<file path="config.mk">
export PLATFORM = sky130hd
export DESIGN_NAME = pc_sequencer
export DESIGN_NICKNAME = d
export VERILOG_FILES = /design/src/rtl/pc_sequencer.sv
export SDC_FILE = /design/constraint.sdc
export NUM_CORES = 1
export LEC_CHECK = 0
export CORE_ASPECT_RATIO = 1.75
export CORE_MARGIN = 3
export CORE_UTILIZATION = 28
export DETAILED_ROUTE_END_ITERATION = 12
export GPL_TIMING_DRIVEN = 0
export PLACE_DENSITY = 0.58
export SLEW_MARGIN = 10
export SYNTH_ARGS = -nofsm -noshare
export SYNTH_HDL_FRONTEND = slang
export SYNTH_SLANG_ARGS = --single-unit
</file>
<file path="constraint.sdc">
create_clock -name clk -period 3.5 [get_ports clk]
set_clock_uncertainty 0.15 [all_clocks]
set_input_delay 0.7 -clock clk [delete_from_list [all_inputs] [get_ports clk]]
set_output_delay 0.7 -clock clk [all_outputs]
set_load 0.03 [all_outputs]
</file>
<file path="src/rtl/pc_sequencer.sv">
// pc_sequencer: program counter, JDI fetch handshake, interrupt entry/return.
// Ports: step/jump_src/jcond/x_in/is_jdi/address select the next pc;
//   jdi_req/jdi_addr/jdi_ack/jdi_data fetch an indirect jump target;
//   irq/int_en/reti drive interrupt entry and return;
//   pc/pc_valid give the fetch address, epc/in_isr the handler state.
module pc_sequencer #(
  parameter int AW = 8,
  parameter logic [AW-1:0] RESET_VEC = AW'(8'h00),
  parameter logic [AW-1:0] INT_VEC = AW'(8'hF0)
) (
  input  logic          clk,
  input  logic          rst_n,
  input  logic          step,
  input  logic          jump_src,
  input  logic          jcond,
  input  logic          x_in,
  input  logic          is_jdi,
  input  logic [AW-1:0] address,
  output logic          jdi_req,
  output logic [AW-1:0] jdi_addr,
  input  logic          jdi_ack,
  input  logic [AW-1:0] jdi_data,
  input  logic          irq,
  input  logic          int_en,
  input  logic          reti,
  output logic [AW-1:0] pc,
  output logic          pc_valid,
  output logic [AW-1:0] epc,
  output logic          in_isr
);

  typedef enum logic [1:0] {
    BOOT,
    RUN,
    JDI_WAIT
  } state_t;

  state_t state;

  logic [AW-1:0] seq;
  logic [AW-1:0] nx;
  logic          do_jdi;
  logic          do_int;
  logic          do_ret;
  logic          do_nx;

  always_comb begin
    seq = pc + AW'(1);
    nx  = seq;
    unique case (1'b1)
      !jump_src:        nx = seq;
      jump_src & jcond: nx = x_in ? address : seq;
      default:          nx = address;
    endcase
  end

  // One-hot step action, highest priority first.
  // A JDI step masks the interrupt; it is seen
  // again on the first step back in RUN.
  always_comb begin
    do_jdi = step & jump_src & ~jcond & is_jdi;
    do_int = step & ~do_jdi & irq & int_en
           & ~in_isr;
    do_ret = step & ~do_jdi & ~do_int
           & reti & in_isr;
    do_nx  = step & ~do_jdi & ~do_int & ~do_ret;
  end

  always_ff @(posedge clk or negedge rst_n) begin
    if (!rst_n) begin
      state    <= BOOT;
      pc       <= RESET_VEC;
      pc_valid <= 1'b0;
      jdi_req  <= 1'b0;
      jdi_addr <= '0;
      epc      <= '0;
      in_isr   <= 1'b0;
    end else begin
      unique case (state)
        BOOT: begin
          state    <= RUN;
          pc_valid <= 1'b1;
        end
        RUN: begin
          unique case (1'b1)
            do_jdi: begin
              state    <= JDI_WAIT;
              jdi_req  <= 1'b1;
              jdi_addr <= address;
              pc_valid <= 1'b0;
            end
            do_int: begin
              epc    <= nx;
              pc     <= INT_VEC;
              in_isr <= 1'b1;
            end
            do_ret: begin
              pc     <= epc;
              in_isr <= 1'b0;
            end
            do_nx: begin
              pc <= nx;
            end
            default: ;
          endcase
        end
        JDI_WAIT: begin
          if (jdi_ack) begin
            state    <= RUN;
            pc       <= jdi_data;
            jdi_req  <= 1'b0;
            pc_valid <= 1'b1;
          end
        end
        default: state <= BOOT;
      endcase
    end
  end

endmodule

</file>
# After elaboration in Yosys (flattened, before gate mapping)
# Index checks and enable logic that the tools add are counted.
word_totals:
  reg_bits: 29
  out_inout_bits: 27
  elab_cells: 57
  inputBits: 27
op_classes:
  muxes: 15
  add_sub_neg: 1
  eq_ne: 5
  reduce_logical: 12
  bitwise_logic: 17
ops:
  columns: ["op", "count"]
  rows:
  - ["$pmux W8 S2", 2]
  - ["$pmux W8 S3", 1]
  - ["$mux W8", 2]
  - ["$and A1 B1 Y1", 12]
  - ["$reduce_and A3 Y1", 3]
  - ["$add A8 B1 Y8 const B", 1]
  - ["$reduce_and A2 Y1", 4]
  - ["$pmux W2 S3", 1]
  - ["$not A1 Y1", 5]
  - ["$mux W1", 4]
  - ["$mux W2", 2]
  - ["$ne A2 B2 Y1 const B", 2]
  - ["$ne A4 B4 Y1 const B", 1]
  - ["$pmux W1 S2", 2]
  - ["$reduce_bool A2 Y1", 2]
  - ["$pmux W1 S3", 1]
  - ["$reduce_bool A3 Y1", 1]
  - ["$eq A2 B1 Y1 const B", 1]
  - ["$eq A2 B2 Y1 const B", 1]
  - ["$logic_not A2 Y1", 1]
  - ["$logic_not A1 Y1", 1]

# Logic depth before layout (Yosys ltp)
# Gate-level depths: netlist of run 1.
depth:
  word_depth: 16
  ltp_mapped: 8

# Least setup slack after synthesis of run 1
# OpenSTA, ideal clock, no wires.
synth_timing:
  path_kind: "input-to-reg"
  from: "input port int_en"
  to: "register pc[5]"
  stages: 5
  slack_ns: 1.470
  setup_time_ns: 0.123
  t_arrival_ns: 1.757
  cell_sequence: "and3_1 > clkbuf_1 > nor4b_1 > nand2_1 > o221a_2"
synth_between:
  elab_chain_cells: 10
  elab_cells_between_ends: 12
  classes_between: "eq/ne (1); mux (2); bitwise (8); reduce/logical (1)"
synth_lines:
  columns: ["element", "line", "text"]
  rows:
  - ["start, declared", "24", "input logic int_en,"]
  - ["$and A1 B1 Y1 (*)", "62", "do_int = step & ~do_jdi & irq & int_en"]
  - ["$and A1 B1 Y1 (*)", "63", "& ~in_isr;"]
  - ["$not A1 Y1", "64, 66", null]
  - ["$and A1 B1 Y1", "64, 66", null]
  - ["$and A1 B1 Y1 (2 in a row)", "65", "& reti & in_isr;"]
  - ["$not A1 Y1", "66", "do_nx = step & ~do_jdi & ~do_int & ~do_ret;"]
  - ["$and A1 B1 Y1", "66", null]
  - ["$pmux W8 S3 or $ne A4 B4 Y1 (tied branches)", null, null]
  - ["$pmux W8 S2 or $reduce_and A3 Y1 (tied branches)", null, null]
  - ["end signal, assigned", "98", "pc <= epc;"]
  - ["end signal, assigned", "102", "pc <= nx;"]
  - ["end signal, assigned", "110", "pc <= jdi_data;"]
  - ["end, declared", "26", "output logic [AW-1:0] pc,"]
# Mark *: on every way between the ends. The rest lies on a longest branch, timed or not.
# A chain may end at the register's enable or synchronous reset.

# Worst setup path after layout of run 1
layout_timing:
  from: "input port jcond"
  to: "register pc[5]"
layout_between:
  elab_chain_cells: 16
  elab_cells_between_ends: 20
  classes_between: "eq/ne (1); mux (3); bitwise (15); reduce/logical (1)"
layout_lines:
  columns: ["element", "line", "text"]
  rows:
  - ["start, declared", "15", "input logic jcond,"]
  - ["$not A1 Y1", "61", "do_jdi = step & jump_src & ~jcond & is_jdi;"]
  - ["$and A1 B1 Y1 (2 in a row)", "61", null]
  - ["$not A1 Y1", "62, 64, 66", null]
  - ["$and A1 B1 Y1", "62, 64, 66", null]
  - ["$and A1 B1 Y1 (2 in a row)", "62", null]
  - ["$and A1 B1 Y1", "63", null]
  - ["$not A1 Y1", "64, 66", null]
  - ["$and A1 B1 Y1", "64, 66", null]
  - ["$and A1 B1 Y1 (2 in a row)", "65", null]
  - ["$not A1 Y1", "66", null]
  - ["$and A1 B1 Y1", "66", null]
  - ["$pmux W8 S3 or $ne A4 B4 Y1 (tied branches)", null, null]
  - ["$pmux W8 S2 or $reduce_and A3 Y1 (tied branches)", null, null]
# Parallel ways exist; a longest one is shown, timed or not.

==> results of run 1 <==
-- logic make-up after synthesis --
logic type	share of synthesized area
DFF	0.440
adders and majority gates	0.0379
and+or+nand+nor	0.209
buffers and inverters	0.0258
AOI/OAI and AO/OA	0.180
muxes	0.0804
xor gates and xnor gates	0.0265
-- worst max-delay path, delay by kind of cell --
| family | cells | cell delay [ns] |
|---|---|---|
| and+or+nand+nor | 4 | 1.08 |
| buffers and inverters | 1 | 0.49 |
| AOI/OAI and AO/OA | 1 | 0.25 |
-- cells in the final DEF (no fill, tap or decap), types with 2 or more instances in the layout --
cell type        instances
nand3_1                 10
a21oi_1                  5
clkdlybuf4s50_1         52
nand2b_1                 2
and3_1                   5
nor2_1                  13
buf_2                    2
o2bb2ai_1                2
inv_1                    4
clkbuf_8                 6
xor2_1                   3
o31ai_1                  6
and2_1                   3
a21o_1                   3
nor3_1                   2
ha_1                     5
mux2_2                  10
dfrtp_1                 29
clkbuf_1                 7
a211oi_1                 3
a221o_1                  2
nand2_1                 21
mux2i_1                  2
nand3b_1                 2
o21ai_0                  8
xnor2_1                  2
-- state kept, by name, summed over array words and instances, names as in the netlist --
register	count
pc	8
jdi_req	1
in_isr	1
epc	8
jdi_addr	8
pc_valid	1
state	2
-- per-layer routing --
layer	vias up	routed length (µm)
met5	-	0
met4	0	90
met3	7	157
met2	38	2650
met1	716	1860
li1	744	-
-- worst paths after layout --
check,slack [ns],depth (start not counted),from,to
setup reg to reg,1.31,7,state[1]$_DFFE_PN0P_,pc[2]$_DFFE_PN0P_
setup / recovery,1.0,6,jcond,pc[5]$_DFFE_PN0P_
min in group clk,0.36,2,epc[1]$_DFFE_PN0P_,epc[1]$_DFFE_PN0P_
hold / removal,0.31,1,rst_n,jdi_addr[3]$_DFFE_PN0P_
max in group asynchronous,2.44,1,rst_n,pc[2]$_DFFE_PN0P_
hold reg to reg,0.36,2,epc[1]$_DFFE_PN0P_,epc[1]$_DFFE_PN0P_
-- power by group through the flow --
stage	Sequential (µW)	Combinational (µW)	Clock [µW]
floorplan	872	404	0
global placement	625	1100	0
detailed placement	630	1110	0
CTS	624	1110	367
global route	647	1180	382
finish	623	1100	362
-- per-stage QoR --
stage	area [µm²]	cells	setup slack [ns]
after CTS	2390	308	0.997
after floorplan	1650	171	1.47
after global routing	2390	308	0.853
final	2390	308	0.997
after global placement	2280	300	0.742
after detailed placement	2270	300	0.712
-- synthesized netlist by cell type, drive strengths merged, types with 2 or more instances --
cell / count / area share
nor3: 2 / 0.0061
nand2b: 2 / 0.0076
nor2: 13 / 0.030
a21o: 3 / 0.014
a221o: 3 / 0.019
and2: 3 / 0.011
o31ai: 6 / 0.027
clkbuf: 6 / 0.014
mux2: 10 / 0.068
nand3b: 2 / 0.0091
xor2: 3 / 0.016
inv: 4 / 0.0091
and3: 6 / 0.026
o2bb2ai: 2 / 0.011
mux2i: 2 / 0.012
xnor2: 2 / 0.011
a211oi: 3 / 0.014
nand3: 11 / 0.036
a21oi: 5 / 0.015
ha: 5 / 0.038
o211ai: 2 / 0.012
nand2: 21 / 0.048
o21ai: 9 / 0.030
dfrtp: 29 / 0.44
-- layout make-up --
class	count	area, µm²
Clock inverter	1	30.0
Timing Repair Buffer	53	526
Clock buffer	7	86.3
Multi-Input combinational cell	131	882
Buffer	7	27.5
Inverter	4	15.0
Fill cell	572	3240
Tap cell	76	95.1
Sequential cell	29	726
==> results.md, run 1 <==
- GR Util met2: 0.283
- Unique masters post-synth: between 40 and 50
- Worst VDD drop: ~0.37 mV
- Pwr dens: just under 900 mW/mm²
- Primary FF master, synth: dfrtp_1
- Remaining Overflow, GRT: 0
- CTS Root Cell: clkbuf_8
- Final Hold Viols: 0
- GR Layer Usage met3: 0.0261
- CP max stage delay: 0.72 ns
- Final Cycle Share: 0.715
- Static Leak: 0.00101 µW
- Slew margin rel.: 0.474
- Synthesized Nets: 203
- Clk slew on worst S/H paths: 0.07 ns
- Final setup viols: 0
- Cells after synthesis: approximately 170
- Sequential share of the synthesized area: 0.440
- Seq pwr share: 0.299
- Clock Latency Late Sink: 0.28 ns
- Startpoint Class: input port
- CTS sink count: 29
- Initial core utilization: 0.293
- Logic pwr share: 0.527
- Pint: 1190 µW
- Die height: 108 µm
- Maxcap violations: 0
- Post-CTS Resized: 0
- Die X: 64.0 µm
- Fin crit period: 2.50 ns
- CP cell instances: clkdlybuf4s50_1, nand3b_1, nand2_1, nor4b_1, nand2_1, o221a_2
- Vias per Instance: 4.89
- Hold/Removal Path Class: input port to async pin
- Layout cells sized above 1: 0.112
- Detailed Place HPWL: 3.79 mm
- Vias in the first global route: 1591
- Buffers added on ports: 53
- Site row count: 36
- Postcts setup bufs: 0
- Clock buffer depth: 2
- FFs w/ async S/R, synth: 1.00
- Measured slew at the worst slew-check pin: 0.778 ns
- GR Util met1: 0.157
- N_diodes: 0
- Antenna violations before repair: 0
- WL per Instance: 15.5 µm
- CP Capture Type: flip-flop
- Fin Hold WS: approximately 0.31 ns
- Largest net degree at the start of global routing: 30
- F_max: 0.400 GHz
- Post-layout util: 0.424
- Net count, final: about 260
- Slew Limit Fails: 0
- CTS tree: yes
- Status: complete, no violations
- Avg Cell Area, Syn: 9.65 µm²
- Vias: around 1500
- TritonRoute pass-1 iters: 4
- CP max FO: 5
- Synth warnings: 0
- First-pass GRT wire length: between 7 and 8 mm
- Crit path max-delay cell type: nor4b_1
- TritonCTS Buffers: 5
- Top Usage Layer GRT: met2
- Synth-to-Final Area Change: 44.7%
- Synth Register Bits: 29
- TNS Setup: 0 ns
- 1st-iter DRT viols: 71
- WP data arrival: 2.52 ns
- Switching part of the total: 0.427
- Core area: between 0.005 and 0.006 mm²
- Clock power share: 0.173
- RSZ-0062 raised after global routing: false
- Post-synth EDFFs: 0
- Worst EP required: 3.52 ns
- Antenna viol nets, final: 0
- Hold_buf cts: 0
- Critical path class: input port to flip-flop
- H-tree Lvls: 2
- Drt drc: 0
- Die area: 0.00689 mm²
- Power Total: between 2000 and 2500 µW
- Final Wtd Congestion: around 0.86
- Total GRT Usage: 0.150
- Psw: between 800 and 900 µW
- Routed WL: ~4.8 mm
- I/O pins: 54
- CP dominant cell by count: nand2_1
- Cell Area, Synth: 0.00165 mm²
Power figures use the tool's default switching activity.
==> inputs of run 2 (changes only) <==
--- a/config.mk
+++ b/config.mk
@@ -10,7 +10,7 @@
 export CORE_UTILIZATION = 28
 export DETAILED_ROUTE_END_ITERATION = 12
 export GPL_TIMING_DRIVEN = 0
-export PLACE_DENSITY = 0.58
+export PLACE_DENSITY = 0.6
 export SLEW_MARGIN = 10
 export SYNTH_ARGS = -nofsm -noshare
 export SYNTH_HDL_FRONTEND = slang
==> constraint.sdc (replaced) <==
create_clock -name clk -period 2.3 [get_ports clk]
set_clock_uncertainty 0.15 [all_clocks]
set_input_delay 0.46 -clock clk [delete_from_list [all_inputs] [get_ports clk]]
set_output_delay 0.46 -clock clk [all_outputs]
set_load 0.03 [all_outputs]
==> run 2 against run 1 <==
Effect of this change: hold slack got worse by 0.24 ns; cell count is 0.32% lower; sequential power grew 53%; highest routed layer unchanged; register-to-register slack worse by 1.1 ns; combinational power up 54%; global-route usage about the same; setup slack lost 0.81 ns; sequential share of layout area is 0.096 points higher; flip-flop and latch count stayed put; core utilization shrank 0.13 points; routed wire length grew 0.92%.
==> results.md, run 2 (synthesis results as in run 1) <==
- Status: complete, no violations
- 1st-iter DRT viols: 54 (-24%)
- Clock Latency Late Sink: 0.28 ns (about the same)
- CTS sink count: 29 (unchanged)
- Core area: 0.00563 mm² (unchanged)
- Remaining Overflow, GRT: 0 (unchanged)
- Total GRT Usage: 0.149 (-0.000283)
- GR Layer Usage met3: 0.0261 (unchanged)
- CP max FO: 8 (+3)
- Biggest regs: epc x8, jdi_addr x8, pc x8
- Measured slew at the worst slew-check pin: 0.676 ns (-0.102 ns)
- Die X: 64.0 µm (unchanged)
- TritonRoute pass-1 iters: 4 (unchanged)
- N_diodes: 0 (unchanged)
- Fin crit period: between 2 and 2.5 ns
- Vias per Instance: 4.91 (+0.53%)
- Final Hold Viols: 0 (unchanged)
- Crit path max-delay cell type: clkdlybuf4s50_1
- CP cell instances: clkdlybuf4s50_1, inv_1, o21ai_4, mux2_2, o221ai_1, nand3_1
- Antenna viol nets, final: 0 (unchanged)
- Clk slew on worst S/H paths: 0.06 ns (about the same)
- Worst Path Buf+Inv: 2 (+1)
- Largest net degree at the start of global routing: 30 (unchanged)
- Maxcap violations: 0 (unchanged)
- Worst VDD drop: 0.429 mV (+15%)
- F_max: 0.474 GHz
- Final Wtd Congestion: 0.851 (-0.76%)
- Routed WL: 4.81 mm (+0.92%)
- Fin Hold WS: 0.0655 ns (-0.241 ns)
- Antenna violations before repair: 0 (unchanged)
- Worst EP required: 2.29 ns (-1.23 ns)
- First-pass GRT wire length: 7.71 mm (-1.1%)
- Detailed Place HPWL: 3.80 mm (+0.45%)
- Slew Limit Fails: 0 (unchanged)
- Startpoint Class: input port
- TritonCTS Buffers: 5 (unchanged)
- Synth-to-Final Area Change: 44.2%
- Worst Setup SP: jcond
- Final setup viols: 0 (unchanged)
- RSZ-0062 raised after global routing: false
- Die height: 108 µm (unchanged)
- CTS Root Cell: clkbuf_8
- WL per Instance: 15.7 µm (+1.3%)
- Die area: 0.00689 mm² (unchanged)
- Commonest non-fill, non-tap cells in the layout: 52 x clkdlybuf4s50_1, 29 x dfrtp_1, 21 x nand2_1
- Critical path class: input port to flip-flop
- Clock buffer depth: 2 (unchanged)
- Net count, final: 263 (unchanged)
- Buffers added on ports: 53 (unchanged)
- Initial core utilization: 0.293 (unchanged)
- R2R setup slack: 0.20 ns (-1.11 ns)
- Layout cells sized above 1: 0.130 (+0.0178)
- Site row count: 36 (unchanged)
- Slew margin rel.: 0.549 (+0.0754)
- Most common cell after layout, fill and taps aside: clkdlybuf4s50_1
- WP data arrival: 2.10 ns (-0.42 ns)
- Vias: 1508 (+0.20%)
- Hold_buf cts: 0 (unchanged)
- CTS tree: yes
- Final Cycle Share: 0.918
- GR Util met1: 0.158 (+0.00111)
- Top Usage Layer GRT: met2
- R2R Path Start: state[1]$_DFFE_PN0P_
- Family with the most delay on the worst path: compound AO/OA/AOI/OAI gates
- I/O pins: 54 (unchanged)
- Fin cells: 307 (-0.32%)
- Vias in the first global route: 1559 (-2.0%)
- Drt drc: 0 (unchanged)
- GR Util met2: 0.275 (-0.00740)
- H-tree Lvls: 2 (unchanged)
- Reg-to-Reg End: pc[2]$_DFFE_PN0P_
- CP max stage delay: 0.49 ns (-0.23 ns)
- Cell count of the worst reg-to-reg path: 7 (unchanged)
- Static Leak: 0.00101 µW (about the same)
- Placed cell count: 300 (unchanged)
- Pwr dens: 1290 mW/mm² (+48%)
- Hold/Removal Path Class: input port to async pin
- CP Capture Type: flip-flop
## run 2: changes by cell type in the layout (fill, tap and decap cells not counted)
cell | before | now
clkbuf_1 | 7 | 4
clkbuf_2 | 0 | 3
bufinv_16 | 1 | 0
nand3_1 | 10 | 9
nand3_2 | 1 | 2
nor4b_1 | 1 | 0
nor4b_2 | 0 | 1
o21ai_2 | 1 | 0
o21ai_4 | 0 | 1
## run 2: worst max path at each step
stage,to,slack [ns],cells past startpoint
3_5_place_dp,pc[5]$_DFFE_PN0P_,-0.25,6
6_report,pc[4]$_DFFE_PN0P_,0.19,6
5_1_grt,pc[2]$_DFFE_PN0P_,0.08,7
3_3_place_gp,pc[5]$_DFFE_PN0P_,-0.21,6
4_1_cts,pc[5]$_DFFE_PN0P_,0.03,6
2_1_floorplan,pc[2]$_DFFE_PN0P_,0.36,7
## run 2: per-layer routing
layer | routed length (µm) | part of all wire
met1 | 1750 | 0.36
met2 | 2710 | 0.56
met3 | 208 | 0.043
met4 | 141 | 0.029
met5 | 0 | 0
## run 2: power breakdown
part | internal [µW] | total, µW | switching (µW) | leakage [µW]
clock | 237 | 426 | 189 | 0.0000443
combinational | 739 | 1690 | 949 | 0.000616
sequential | 734 | 953 | 219 | 0.000350
total | 1710 | 3070 | 1360 | 0.00101
## run 2: what timing repair did
| item | CTS | global route |
|---|---|---|
| buffers inserted | 0 | 0 |
| setup endpoints to repair | 0 | 8 |
| gates resized for setup | 0 | 9 |
## run 2: final cells by class
type	instances	area (µm²)
clock buffers	7	86.3
plain buffers	7	31.3
repair buffers	53	526
multi-input cells	131	901
well taps	76	95.1
fillers	599	3250
flip-flops and latches	29	726
inverters	4	15.0
## run 2: stage by stage
step	power, µW	util	worst slack, ns	instance area [µm²]	TNS [ns]
floorplan	1940	-	0.358	1650	0
CTS	3080	0.419	0.0317	2360	0
finish	3070	0.423	0.188	2380	0
detailed placement	2640	0.403	-0.254	2270	-1.94
global placement	2620	0.404	-0.214	2280	-1.66
global route	3270	0.423	0.0779	2380	0
==> inputs of run 3 (changes only) <==
--- a/config.mk
+++ b/config.mk
@@ -7,10 +7,10 @@
 export LEC_CHECK = 0
 export CORE_ASPECT_RATIO = 1.75
 export CORE_MARGIN = 3
-export CORE_UTILIZATION = 28
+export CORE_UTILIZATION = 41
 export DETAILED_ROUTE_END_ITERATION = 12
 export GPL_TIMING_DRIVEN = 0
-export PLACE_DENSITY = 0.6
+export PLACE_DENSITY = 0.8
 export SLEW_MARGIN = 10
 export SYNTH_ARGS = -nofsm -noshare
 export SYNTH_HDL_FRONTEND = slang
==> run 3 against run 2 <==
Effect of this change: core utilization rose by 20 points; non-clock buffer count unchanged; sequential power down 1%; first-iteration DRC count fell by 24%; cell area decreased by 2.1%; combinational power is essentially flat; critical path type unchanged; largest power group unchanged.
==> results.md, run 3 (synthesis results as in run 1) <==
- CP max FO: 8 (unchanged)
- F_max: 0.459 GHz (-3.1%)
- Pwr dens: 1300 mW/mm² (+0.72%)
- DRT met1 WL: 1.71 mm (-1.9%)
- Vias: 1545 (+2.5%)
- Hold/Removal Path Class: input port to async pin
- Antenna viol nets, final: 0 (unchanged)
- Final setup viols: 0 (unchanged)
- Synth-to-Final Area Change: 41.2%
- Postcts setup bufs: 0 (unchanged)
- Status: complete, no violations
- CTS Root Cell: clkbuf_8
- RSZ-0062 raised after global routing: false
- WL met2: 2.35 mm (-13%)
- Startpoint Class: input port
- Final Cycle Share: 0.947 (+0.0293)
- Commonest non-fill, non-tap cells in the layout: 52 x clkdlybuf4s50_1, 29 x dfrtp_1, 21 x nand2_1
- Measured slew at the worst slew-check pin: 0.671 ns (-0.00505 ns)
- Final Hold Viols: 0 (unchanged)
- 1st-iter DRT viols: 41 (-24%)
- Die area: 0.00485 mm² (-30%)
- Antenna violations before repair: 0 (unchanged)
- Drt drc: 0 (unchanged)
- Vias in the first global route: 1527 (-2.1%)
- Static Leak: 0.00101 µW (-0.29%)
- Clock Latency Late Sink: 0.28 ns (about the same)
- Fin Hold WS: 0.0580 ns (-0.00743 ns)
- Area of the multi-input gates: 893 µm² (-0.83%)
- Clock buffer depth: 2 (unchanged)
- Site row count: 29 (-19%)
- Reg-to-Reg End: pc[2]$_DFFE_PN0P_
- Power Total: 3020 µW (-1.4%)
- Worst VDD drop: 0.768 mV (+79%)
- Vias per Instance: 5.56 (+13%)
- Fin crit period: 2.18 ns (+0.0673 ns)
- WL met3: 217 µm (+4.3%)
- CTS sink count: 29 (unchanged)
- Maxcap violations: 0 (unchanged)
- Max Used Layer: met4
- Remaining Overflow, GRT: 0 (unchanged)
- Die height: 89.9 µm (-16%)
- Core area: 0.00374 mm² (-34%)
- CP Capture Type: flip-flop
- WL per Instance: 16.0 µm (+1.9%)
- Worst EP required: 2.31 ns (+0.02 ns)
- Detailed Place HPWL: 3.31 mm (-13%)
- H-tree Lvls: 2 (unchanged)
- TritonRoute pass-1 iters: 4 (unchanged)
- Biggest regs: epc x8, jdi_addr x8, pc x8
- WP data arrival: 2.19 ns (+0.09 ns)
- Post-layout util: 0.623 (+0.201)
- First-pass GRT wire length: 7.20 mm (-6.6%)
- Layout cells sized above 1: 0.129 (-0.000560)
- Storage element area: 726 µm² (unchanged)
- Routed WL: 4.44 mm (-7.7%)
- TritonCTS Buffers: 5 (unchanged)
- N_diodes: 0 (unchanged)
- Initial core utilization: 0.442 (+0.148)
- I/O pins: 54 (unchanged)
- Largest net degree at the start of global routing: 30 (unchanged)
- R2R setup slack: 0.21 ns (about the same)
- Slew Limit Fails: 0 (unchanged)
- CTS tree: yes
- Most common cell after layout, fill and taps aside: clkdlybuf4s50_1
- Critical path class: input port to flip-flop
- R2R Path Start: state[1]$_DFFE_PN0P_
- Buffers added on ports: 53 (unchanged)
- Fill cells: 325 (-46%)
- Final Wtd Congestion: 0.881 (+3.5%)
- Die X: 54.0 µm (-16%)
- Cell count of the worst reg-to-reg path: 7 (unchanged)
- Total GRT Usage: 0.202 (+0.0529)
- Slew margin rel.: 0.553 (+0.00337)
- Clk slew on worst S/H paths: 0.06 ns (about the same)
- Net count, final: 263 (unchanged)
[run 3: per-layer routing]
layer / track usage / up-vias
met2: 0.330 / 55
li1: - / 744
met4: 0.0981 / 0
met3: 0.0430 / 14
met5: 0 / -
met1: 0.240 / 732
[run 3: final cells by class]
cell class | instances | share of cell area
sequential | 29 | 0.311
tap | 46 | 0.0247
inverter | 4 | 0.00644
clock inverter | 2 | 0.00430
timing repair buffer | 53 | 0.226
buffer | 7 | 0.0129
clock buffer | 6 | 0.0311
multi-input combinational | 131 | 0.383
[run 3: report_power, final]
| part | leakage [µW] | internal [µW] | switching (µW) |
|---|---|---|---|
| clock | 0.0000450 | 209 | 190 |
| sequential | 0.000350 | 734 | 208 |
| combinational | 0.000613 | 737 | 945 |
[run 3: timing repair]
| item | 4_1_cts | 5_1_grt |
|---|---|---|
| endpoints found under the setup margin | 0 | 7 |
| hold buffers | 0 | 0 |
| gates resized for setup | 0 | 6 |
| hold endpoints to repair | 0 | 0 |
[run 3: worst max-delay path, stage by stage]
cell and delay (ns):
clkdlybuf4s50_1 0.49, inv_1 0.06, o21ai_2 0.40, mux2i_1 0.26
o21ai_0 0.14, a221o_2 0.38
[run 3: stage by stage]
| stage | setup TNS [ns] | cell area, µm² | setup WS, ns | cells |
|---|---|---|---|---|
| 2_1_floorplan | 0 | 1650 | 0.358 | 171 |
| 3_3_place_gp | -1.10 | 2240 | -0.172 | 270 |
| 3_5_place_dp | -1.46 | 2230 | -0.217 | 270 |
| 4_1_cts | 0 | 2320 | 0.0439 | 278 |
| 5_1_grt | 0 | 2330 | 0.00753 | 278 |
| 6_report | 0 | 2330 | 0.121 | 278 |
[run 3: worst max path at each step]
stage,start,slack (ns),depth (start not counted),endpoint
floorplan,state[1]$_DFFE_PN0P_,0.36,7,pc[2]$_DFFE_PN0P_
global placement,jcond,-0.17,6,pc[5]$_DFFE_PN0P_
detailed placement,jcond,-0.22,6,pc[5]$_DFFE_PN0P_
CTS,jcond,0.04,6,pc[5]$_DFFE_PN0P_
global route,jcond,0.008,6,pc[2]$_DFFE_PN0P_
finish,jcond,0.12,6,pc[2]$_DFFE_PN0P_
